## src/rtl/common_pkg.sv

```systemverilog
// Shared types and defaults for the memory bus arbiter.
package common_pkg;

    typedef enum logic [1:0] {
        ARB_IDLE = 2'd0,
        ARB_CPU  = 2'd1,
        ARB_DMA  = 2'd2
    } arb_state_e;

    typedef enum logic [1:0] {
        OWN_NONE = 2'd0,
        OWN_CPU  = 2'd1,
        OWN_DMA  = 2'd2
    } arb_owner_e;

    localparam int unsigned DEFAULT_TIMEOUT_CYC = 16;

    // Access captured from the winning requester at grant time.
    typedef struct packed {
        logic        we;
        logic [15:0] addr;
        logic [15:0] wdata;
    } bus_req_t;

endpackage

```

## src/rtl/bus_timeout_counter.sv

```systemverilog
// Counts memory wait cycles of the current transfer; tc flags the last allowed one.
module bus_timeout_counter #(
    parameter int unsigned TERMINAL = 16
) (
    input  logic i_clk,
    input  logic i_rst,
    input  logic clr,
    input  logic en,
    output logic tc
);

    logic [7:0] cnt;

    always_ff @(posedge i_clk or posedge i_rst) begin
        if (i_rst)    cnt <= '0;
        else if (clr) cnt <= '0;
        else if (en)  cnt <= cnt + 8'd1;
    end

    assign tc = (cnt == 8'(TERMINAL - 1));

endmodule

```

## src/rtl/mem_bus_arbiter.sv

```systemverilog
// Round-robin arbiter sharing one memory port between a CPU and a DMA requester,
// with a per-transfer wait-state timeout.
module mem_bus_arbiter
    import common_pkg::*;
#(
    parameter int unsigned TIMEOUT_CYC = DEFAULT_TIMEOUT_CYC
) (
    input  logic        i_clk,
    input  logic        i_rst,
    input  logic        i_cpu_req,
    input  logic        i_cpu_we,
    input  logic [15:0] i_cpu_addr,
    input  logic [15:0] i_cpu_wdata,
    output logic [15:0] o_cpu_rdata,
    output logic        o_cpu_ack,
    input  logic        i_dma_req,
    input  logic        i_dma_we,
    input  logic [15:0] i_dma_addr,
    input  logic [15:0] i_dma_wdata,
    output logic [15:0] o_dma_rdata,
    output logic        o_dma_ack,
    output logic [15:0] o_mem_addr,
    output logic [15:0] o_mem_wdata,
    output logic        o_mem_we,
    output logic        o_mem_re,
    input  logic [15:0] i_mem_rdata,
    input  logic        i_mem_ready,
    output arb_owner_e  o_owner,
    output logic        o_err
);

    arb_state_e  state, state_nxt;
    logic        last_dma;
    bus_req_t    acc_q;
    logic        grant_cpu, grant_dma;
    logic        busy, tc, tmo, done;
    logic [15:0] done_rdata;

    bus_timeout_counter #(.TERMINAL(TIMEOUT_CYC)) u_tmo (
        .i_clk (i_clk),
        .i_rst (i_rst),
        .clr   (grant_cpu | grant_dma),
        .en    (busy & ~i_mem_ready),
        .tc    (tc)
    );

    assign busy       = (state != ARB_IDLE);
    // Ready wins over timeout when both land on the same cycle.
    assign tmo        = busy & ~i_mem_ready & tc;
    assign done       = busy & (i_mem_ready | tmo);
    assign done_rdata = i_mem_ready ? i_mem_rdata : 16'hFFFF;

    always_comb begin
        state_nxt   = state;
        grant_cpu   = 1'b0;
        grant_dma   = 1'b0;
        o_owner     = OWN_NONE;
        o_cpu_ack   = 1'b0;
        o_dma_ack   = 1'b0;
        o_cpu_rdata = 16'h0000;
        o_dma_rdata = 16'h0000;
        case (state)
            ARB_IDLE: begin
                if (i_cpu_req && (!i_dma_req || last_dma)) begin
                    grant_cpu = 1'b1;
                    state_nxt = ARB_CPU;
                end else if (i_dma_req) begin
                    grant_dma = 1'b1;
                    state_nxt = ARB_DMA;
                end
            end
            ARB_CPU: begin
                o_owner = OWN_CPU;
                if (done) begin
                    o_cpu_ack   = 1'b1;
                    o_cpu_rdata = done_rdata;
                    state_nxt   = ARB_IDLE;
                end
            end
            ARB_DMA: begin
                o_owner = OWN_DMA;
                if (done) begin
                    o_dma_ack   = 1'b1;
                    o_dma_rdata = done_rdata;
                    state_nxt   = ARB_IDLE;
                end
            end
            default: state_nxt = ARB_IDLE;
        endcase
    end

    always_ff @(posedge i_clk or posedge i_rst) begin
        if (i_rst) begin
            state    <= ARB_IDLE;
            last_dma <= 1'b1;
            acc_q    <= '0;
        end else begin
            state <= state_nxt;
            if (grant_cpu) begin
                acc_q    <= '{we: i_cpu_we, addr: i_cpu_addr, wdata: i_cpu_wdata};
                last_dma <= 1'b0;
            end else if (grant_dma) begin
                acc_q    <= '{we: i_dma_we, addr: i_dma_addr, wdata: i_dma_wdata};
                last_dma <= 1'b1;
            end
        end
    end

    assign o_mem_addr  = acc_q.addr;
    assign o_mem_wdata = acc_q.wdata;
    assign o_mem_re    = busy & ~tmo & ~acc_q.we;
    assign o_mem_we    = busy & ~tmo & acc_q.we;
    assign o_err       = tmo;

endmodule
```

## config.mk

```make
export PLATFORM = sky130hd
export DESIGN_NAME = mem_bus_arbiter
export DESIGN_NICKNAME = d
export VERILOG_FILES = /design/src/rtl/common_pkg.sv /design/src/rtl/bus_timeout_counter.sv /design/src/rtl/mem_bus_arbiter.sv
export SDC_FILE = /design/constraint.sdc
export NUM_CORES = 1
export LEC_CHECK = 0
export BUFFER_PORTS_ARGS = -buffer_cell sky130_fd_sc_hd__buf_2
export CAP_MARGIN = 20
export CORE_UTILIZATION = 23
export CTS_CLUSTER_DIAMETER = 100
export DETAILED_ROUTE_END_ITERATION = 8
export PLACE_DENSITY = 0.59
export SLEW_MARGIN = 25
export SYNTH_ARGS = -nofsm -noshare
export SYNTH_HDL_FRONTEND = slang
export SYNTH_SLANG_ARGS = --single-unit
```

## constraint.sdc

```tcl
create_clock -name i_clk -period 1.6 [get_ports i_clk]
set_clock_uncertainty 0.1 [all_clocks]
set_input_delay 0.24 -clock i_clk [delete_from_list [all_inputs] [get_ports i_clk]]
set_output_delay 0.24 -clock i_clk [all_outputs]
set_load 0.01 [all_outputs]
```

==> impl_metrics.toml, run 1 <==
[final_layout]
final_cells = 574
final_common_cell = "buf_2"
area_growth_pct = 66.4
final_area_sq_um = 4300
nets = 524
antenna_cells = 0
mostFrequentLayoutCells = "buf_2 (156), dfrtp_1 (43), a221o_1 (33), a21oi_2 (33), buf_4 (21)"
drive_gt1_frac = 0.634

[place]
place_ws_ps = -202
io_buffers = 157
dpl-instance-area_sq_um = 3680
dp.cells = 547
dpl.hpwl_mm = 5.62
gp_congestion = 0.713

[worst_setup_path]
slowest_stage = "dfrtp_1"
cp_top_family = "simple AND/OR/NAND/NOR gates"
required_ps = 1260
r2r_slack_ps = -200
cp_num_buf_inv = 3
startpoint_type = "register"
cp_cell_sequence = "inv_2, ha_4, and4bb_2, nand3_4, buf_12, a21oi_2, buf_2"
cp-end-kind = "output pin"
reg2regPathDepth = 9
crit_path_max_fanout = 21
rr_endpoint = "o_mem_addr[7]"
crit_path_max_incr_delay_ps = 370
crit_type = "register to output pin"
reg2reg_from = "state[0]"
critPathArrivalTime_ps = 1750

[power]
peakVddDrop_mv = 0.671
p_clk_frac = 0.119
swShare = 0.364
p_leak_nw = 2.09
power_frac_comb = 0.590
pwr-share-seq = 0.291
pwr_density_cell_nw_per_um2 = 1500
p_sw_w = 0.00234
cell_internal_pwr_w = 0.00409

[clock_tree]
cts_max_level = 2
root_buffer = "clkbuf_8"
cts_tree = "done"
clockBufferDepth = 2
cts.sinks = 44
cts_buffers = 5
clkTransAtPathRegs_ps = 90
worstSkewPairLatency_ps = 290

[min_path]
whs_path_depth = 2
min-delay-start = "i_cpu_addr[2]"
hp-class = "primary input to register"
hold_end = "o_mem_addr[2]"

[sta]
max_freq_ghz = 0.478
hold_viol = 0
maxSlewHeadroom = 0.737
finalCritPeriodShare = 1.31
setup_violations = 76
post-route-min-period_ps = 2090
grt_setup_unrepaired = "yes"
slew_violations = 0
setup_ws_ps = -494
tightest_slew_ps = 393

[synthesis]
synth_area_sq_um = 2580
syn_inst = 272
synthesis.nets = 363
synthSimpleGateAreaFrac = 0.160
synth.area.top_cells = "dfrtp_1 (42%), a221o_1 (13%), buf_4 (9.3%)"
synth_edf_count = 0
synth_compound_area_frac = 0.248
yosys.area.top_type = "dfrtp_1"
yosysWarnings = 0
synth_ff_type = "dfrtp_1"
synth_cell_type_count = 36
ys_seq_elements = 44
synthXorXnorAreaFrac = 0
yosysSeqAreaShare = 0.427
avgSynthCellArea_sq_um = 9.50
synthMuxAreaShare = 0.00387
synth_fa_ha_area_frac = 0.0194
synth_top_family_by_area = "compound AO/OA/AOI/OAI gates"
synth_top_area_share = 0.416
async_flop_share = 1.00

[route]
ant_nets = 0
drc = 0
dr.first_iter.drc_count = 59
drt-pass1-iter-count = 4
post_drt_wl_per_cell_um = 14.7
wirelength_mm = 8.43
vias_per_cell = 4.61
num_vias = 2648

[global_routing]
grt_pass1_wl_mm = 13.1
first_global_vias = 2620
gr-usage-all-layers = 0.145
antenna_found_initial = 0
overflow = 0
grt_max_degree = 22

[outcome]
violations = "negative setup slack"
outcome = "complete, but fails checks"

[floorplan]
io_pins = 158
die_w_um = 108
core_region_area_sq_um = 10900
fp.dieH_um = 108
die_area_sq_um = 11700
initial_core_util = 0.237
rows = 38

[run]
maxCapViolations = 0
[final cells by class]
class	instances	area, sq um
repair buffers	206	1490
multi-input cells	168	1410
flip-flops and latches	44	1100
clock buffers	8	100
well taps	140	175
inverters	8	30.0
fillers	1049	6590
[how the worst max path moves through the flow]
stage | from | end | slack (ps) | depth (start not counted)
2_1_floorplan | state[0] | o_cpu_rdata[0] | -210 | 7
3_3_place_gp | state[0] | o_cpu_rdata[15] | -180 | 7
3_5_place_dp | state[0] | o_dma_ack | -200 | 7
4_1_cts | state[0] | o_cpu_rdata[1] | -530 | 7
5_1_grt | state[0] | o_cpu_ack | -580 | 7
6_report | state[0] | o_cpu_ack | -490 | 7
[sequential cells by signal, summed over array words and instances, names as in the netlist]
signal / cells
o_mem_addr: 16
o_mem_wdata: 16
u_tmo.cnt: 8
state: 2
acc_q: 1
last_dma: 1
[logic make-up after synthesis]
| group | count (synthesis) |
|---|---|
| adders and majority gates | 4 |
| AOI/OAI and AO/OA | 90 |
| buffers and inverters | 60 |
| DFF | 44 |
| and+or+nand+nor | 73 |
| muxes | 1 |
[cells in the mapped netlist, drive strengths merged (2+ instances only)]
master / n
o21ai: 9
a221o: 33
nand3: 5
o32ai: 2
a21o: 2
inv: 8
buf: 44
clkbuf: 8
dfrtp: 43
ha: 4
nand2: 21
a21oi: 40
or3: 4
and2: 33
nand2b: 2
[per-layer routing]
metal / up-vias / wire length (um) / track usage
met4: 0 / 50 / 0.0235
met5: - / 0 / 0
li1: 1275 / - / -
met1: 1248 / 3710 / 0.180
met2: 119 / 4140 / 0.264
met3: 6 / 521 / 0.0265
[worst register-to-register path, delay by kind of cell (launching register included)]
family                   cells  cell delay, ps
AND/OR/NAND/NOR              1              70
adder cells (fa/ha/maj)      1             150
flip-flops                   1             370
AO/OA/AOI/OAI                2             400
buffers and inverters        5             600
[timing repair]
item	CTS	global route
setup endpoints to repair	75	80
hold endpoints to repair	12	0
resized for setup	41	15
setup buffers	8	2
cloned	9	0
pin swaps	27	10
hold buffers	1	0
[power groups by stage]
stage	Clock (W)	Sequential [W]	Combinational [W]
2_1_floorplan	0	0.00179	0.00218
3_3_place_gp	0	0.00185	0.00277
3_5_place_dp	0	0.00185	0.00281
4_1_cts	0.000798	0.00187	0.00387
5_1_grt	0.000844	0.00192	0.00410
6_report	0.000765	0.00187	0.00380
[metrics by stage]
| step | TNS [ps] | hold WS (ps) | power [W] | util |
|---|---|---|---|---|
| detailed placement | -8490 | 132 | 0.00466 | 0.338 |
| global placement | -6580 | 135 | 0.00462 | 0.338 |
| floorplan | -7160 | 285 | 0.00397 | - |
| global route | -29090 | 51.4 | 0.00687 | 0.395 |
| CTS | -28910 | 53.3 | 0.00654 | 0.390 |
| finish | -23210 | 62.9 | 0.00643 | 0.395 |
(Power assumes the default switching activity.)
==> inputs of run 2 (changes only) <==
--- a/config.mk
+++ b/config.mk
@@ -7,11 +7,11 @@
 export LEC_CHECK = 0
 export BUFFER_PORTS_ARGS = -buffer_cell sky130_fd_sc_hd__buf_2
 export CAP_MARGIN = 20
-export CORE_UTILIZATION = 23
+export CORE_UTILIZATION = 29
 export CTS_CLUSTER_DIAMETER = 100
 export DETAILED_ROUTE_END_ITERATION = 8
-export PLACE_DENSITY = 0.59
-export SLEW_MARGIN = 25
+export PLACE_DENSITY = 0.69
+export SLEW_MARGIN = 10
 export SYNTH_ARGS = -nofsm -noshare
 export SYNTH_HDL_FRONTEND = slang
 export SYNTH_SLANG_ARGS = --single-unit
==> impl_metrics.toml, run 2 (synthesis gave the netlist of run 1 again) <==
[clock_tree]
cts.sinks = 44
root_buffer = "clkbuf_8"
clockBufferDepth = 2
cts_buffers = 5
cts_tree = "done"
clkTransAtPathRegs_ps = 80
cts_max_level = 2
worstSkewPairLatency_ps = 290

[final_layout]
final_common_cell = "buf_2"
multi_input_area_sq_um = 1360
final_cells = 531
nets = 514
area_growth_pct = 52.8
drive_gt1_frac = 0.610
antenna_cells = 0
mostFrequentLayoutCells = "buf_2 (155), dfrtp_1 (43), a21oi_2 (38)"
n_fill_cell = 830
seqCellArea_sq_um = 1100

[sta]
maxSlewHeadroom = 0.753
grt_setup_unrepaired = "yes"
finalCritPeriodShare = 1.32
setup_violations = 78
setup_ws_ps = -510
max_freq_ghz = 0.474
post-route-min-period_ps = 2110
fin_setup_tns_ps = -22730
hold_viol = 0
tightest_slew_ps = 370
slew_violations = 0

[outcome]
violations = "negative setup slack"
outcome = "complete, but fails checks"

[route]
dr_wl_met2_mm = 3.59
post_drt_wl_per_cell_um = 13.5
vias_per_cell = 4.87
dr.first_iter.drc_count = 74
drc = 0
top_layer_used = "met4"
drt-pass1-iter-count = 4
num_vias = 2587
wl_met1_mm = 3.02
met3_length_um = 518
ant_nets = 0
wirelength_mm = 7.19

[min_path]
hp-class = "primary input to register"
min-delay-start = "i_dma_addr[7]"

[place]
gp_congestion = 0.783
io_buffers = 157
dpl.hpwl_mm = 5.24
place_ws_ps = -227
dp.cells = 518

[floorplan]
core_region_area_sq_um = 8680
io_pins = 158
die_area_sq_um = 9290
die_w_um = 96.4
fp.dieH_um = 96.4
initial_core_util = 0.298
rows = 34

[global_routing]
grt_max_degree = 35
antenna_found_initial = 0
grt_pass1_wl_mm = 9.73
first_global_vias = 2127
overflow = 0
gr-usage-all-layers = 0.136

[power]
p_clk_frac = 0.121
p_sw_w = 0.00210
peakVddDrop_mv = 0.646
power_frac_comb = 0.546
pwr-share-seq = 0.334
p_leak_nw = 1.94
pwr_density_cell_nw_per_um2 = 1400
cell_internal_pwr_w = 0.00344
swShare = 0.379

[worst_setup_path]
cp-end-kind = "output pin"
reg2reg_from = "state[1]"
cp_top_family = "simple AND/OR/NAND/NOR gates"
critPathLaunch = "state[1]"
required_ps = 1260
crit_type = "register to output pin"
cp_num_buf_inv = 3
startpoint_type = "register"
crit_path_max_incr_delay_ps = 370
cp_cell_sequence = "inv_2, ha_4, and4bb_2, nand3_4, buf_12, a21oi_4, buf_6"
critPathArrivalTime_ps = 1770
crit_path_max_fanout = 12
slowest_stage = "dfrtp_1"

[run]
maxCapViolations = 0
[run 2: area by class of cell]
type,instances,share of cell area
clock inverter,2,0.00317
multi-input combinational,168,0.345
sequential,44,0.279
inverter,8,0.00761
clock buffer,5,0.0174
timing repair buffer,196,0.313
tap,108,0.0342
[run 2: through the flow]
| step | total power, W | hold slack (ps) | area [sq um] | util |
|---|---|---|---|---|
| 4_1_cts | 0.00543 | 61.7 | 3860 | 0.444 |
| 2_1_floorplan | 0.00397 | 285 | 2770 | - |
| 3_5_place_dp | 0.00465 | 148 | 3680 | 0.424 |
| 6_report | 0.00554 | 72.7 | 3950 | 0.455 |
| 5_1_grt | 0.00596 | 66.2 | 3950 | 0.455 |
| 3_3_place_gp | 0.00457 | 145 | 3680 | 0.424 |
[run 2: worst register-to-register path: cells and delay by family (launching register included)]
kind	cells	cell delay (ps)
compound gates	2	390
fa+ha+maj	1	120
buf+inv	3	470
flops	1	400
simple gates	1	160
[run 2: routing by layer]
layer,track usage,up-vias
met5,0,-
met4,0.0368,0
met3,0.0274,5
met2,0.252,128
met1,0.160,1205
li1,-,1249
[run 2: what timing repair did]
item | CTS | global route
pin swaps | 5 | 1
gates cloned | 0 | 2
setup buffers | 2 | 2
endpoints found under the setup margin | 78 | 81
hold endpoints to repair | 14 | 0
resized for setup | 15 | 6
hold buffers | 1 | 0
[run 2: final timing paths]
check / endpoint / slack [ps] / cells past startpoint
max in group asynchronous: o_mem_wdata[4] / 570 / 4
worst min-delay path: o_mem_addr[7] / 70 / 2
min in group asynchronous: u_tmo.cnt[1] / 360 / 3
worst min register to register: last_dma / 420 / 2
worst max-delay path: o_cpu_rdata[10] / -510 / 7
worst max register to register: o_mem_addr[11] / -160 / 7
[run 2: power groups by stage]
stage                     clock network [W]  logic, W  registers [W]
after floorplan                           0   0.00218        0.00179
after global placement                    0   0.00273        0.00184
after detailed placement                  0   0.00282        0.00183
after CTS                          0.000699   0.00289        0.00185
after global routing               0.000739   0.00332        0.00191
final                              0.000668   0.00302        0.00185
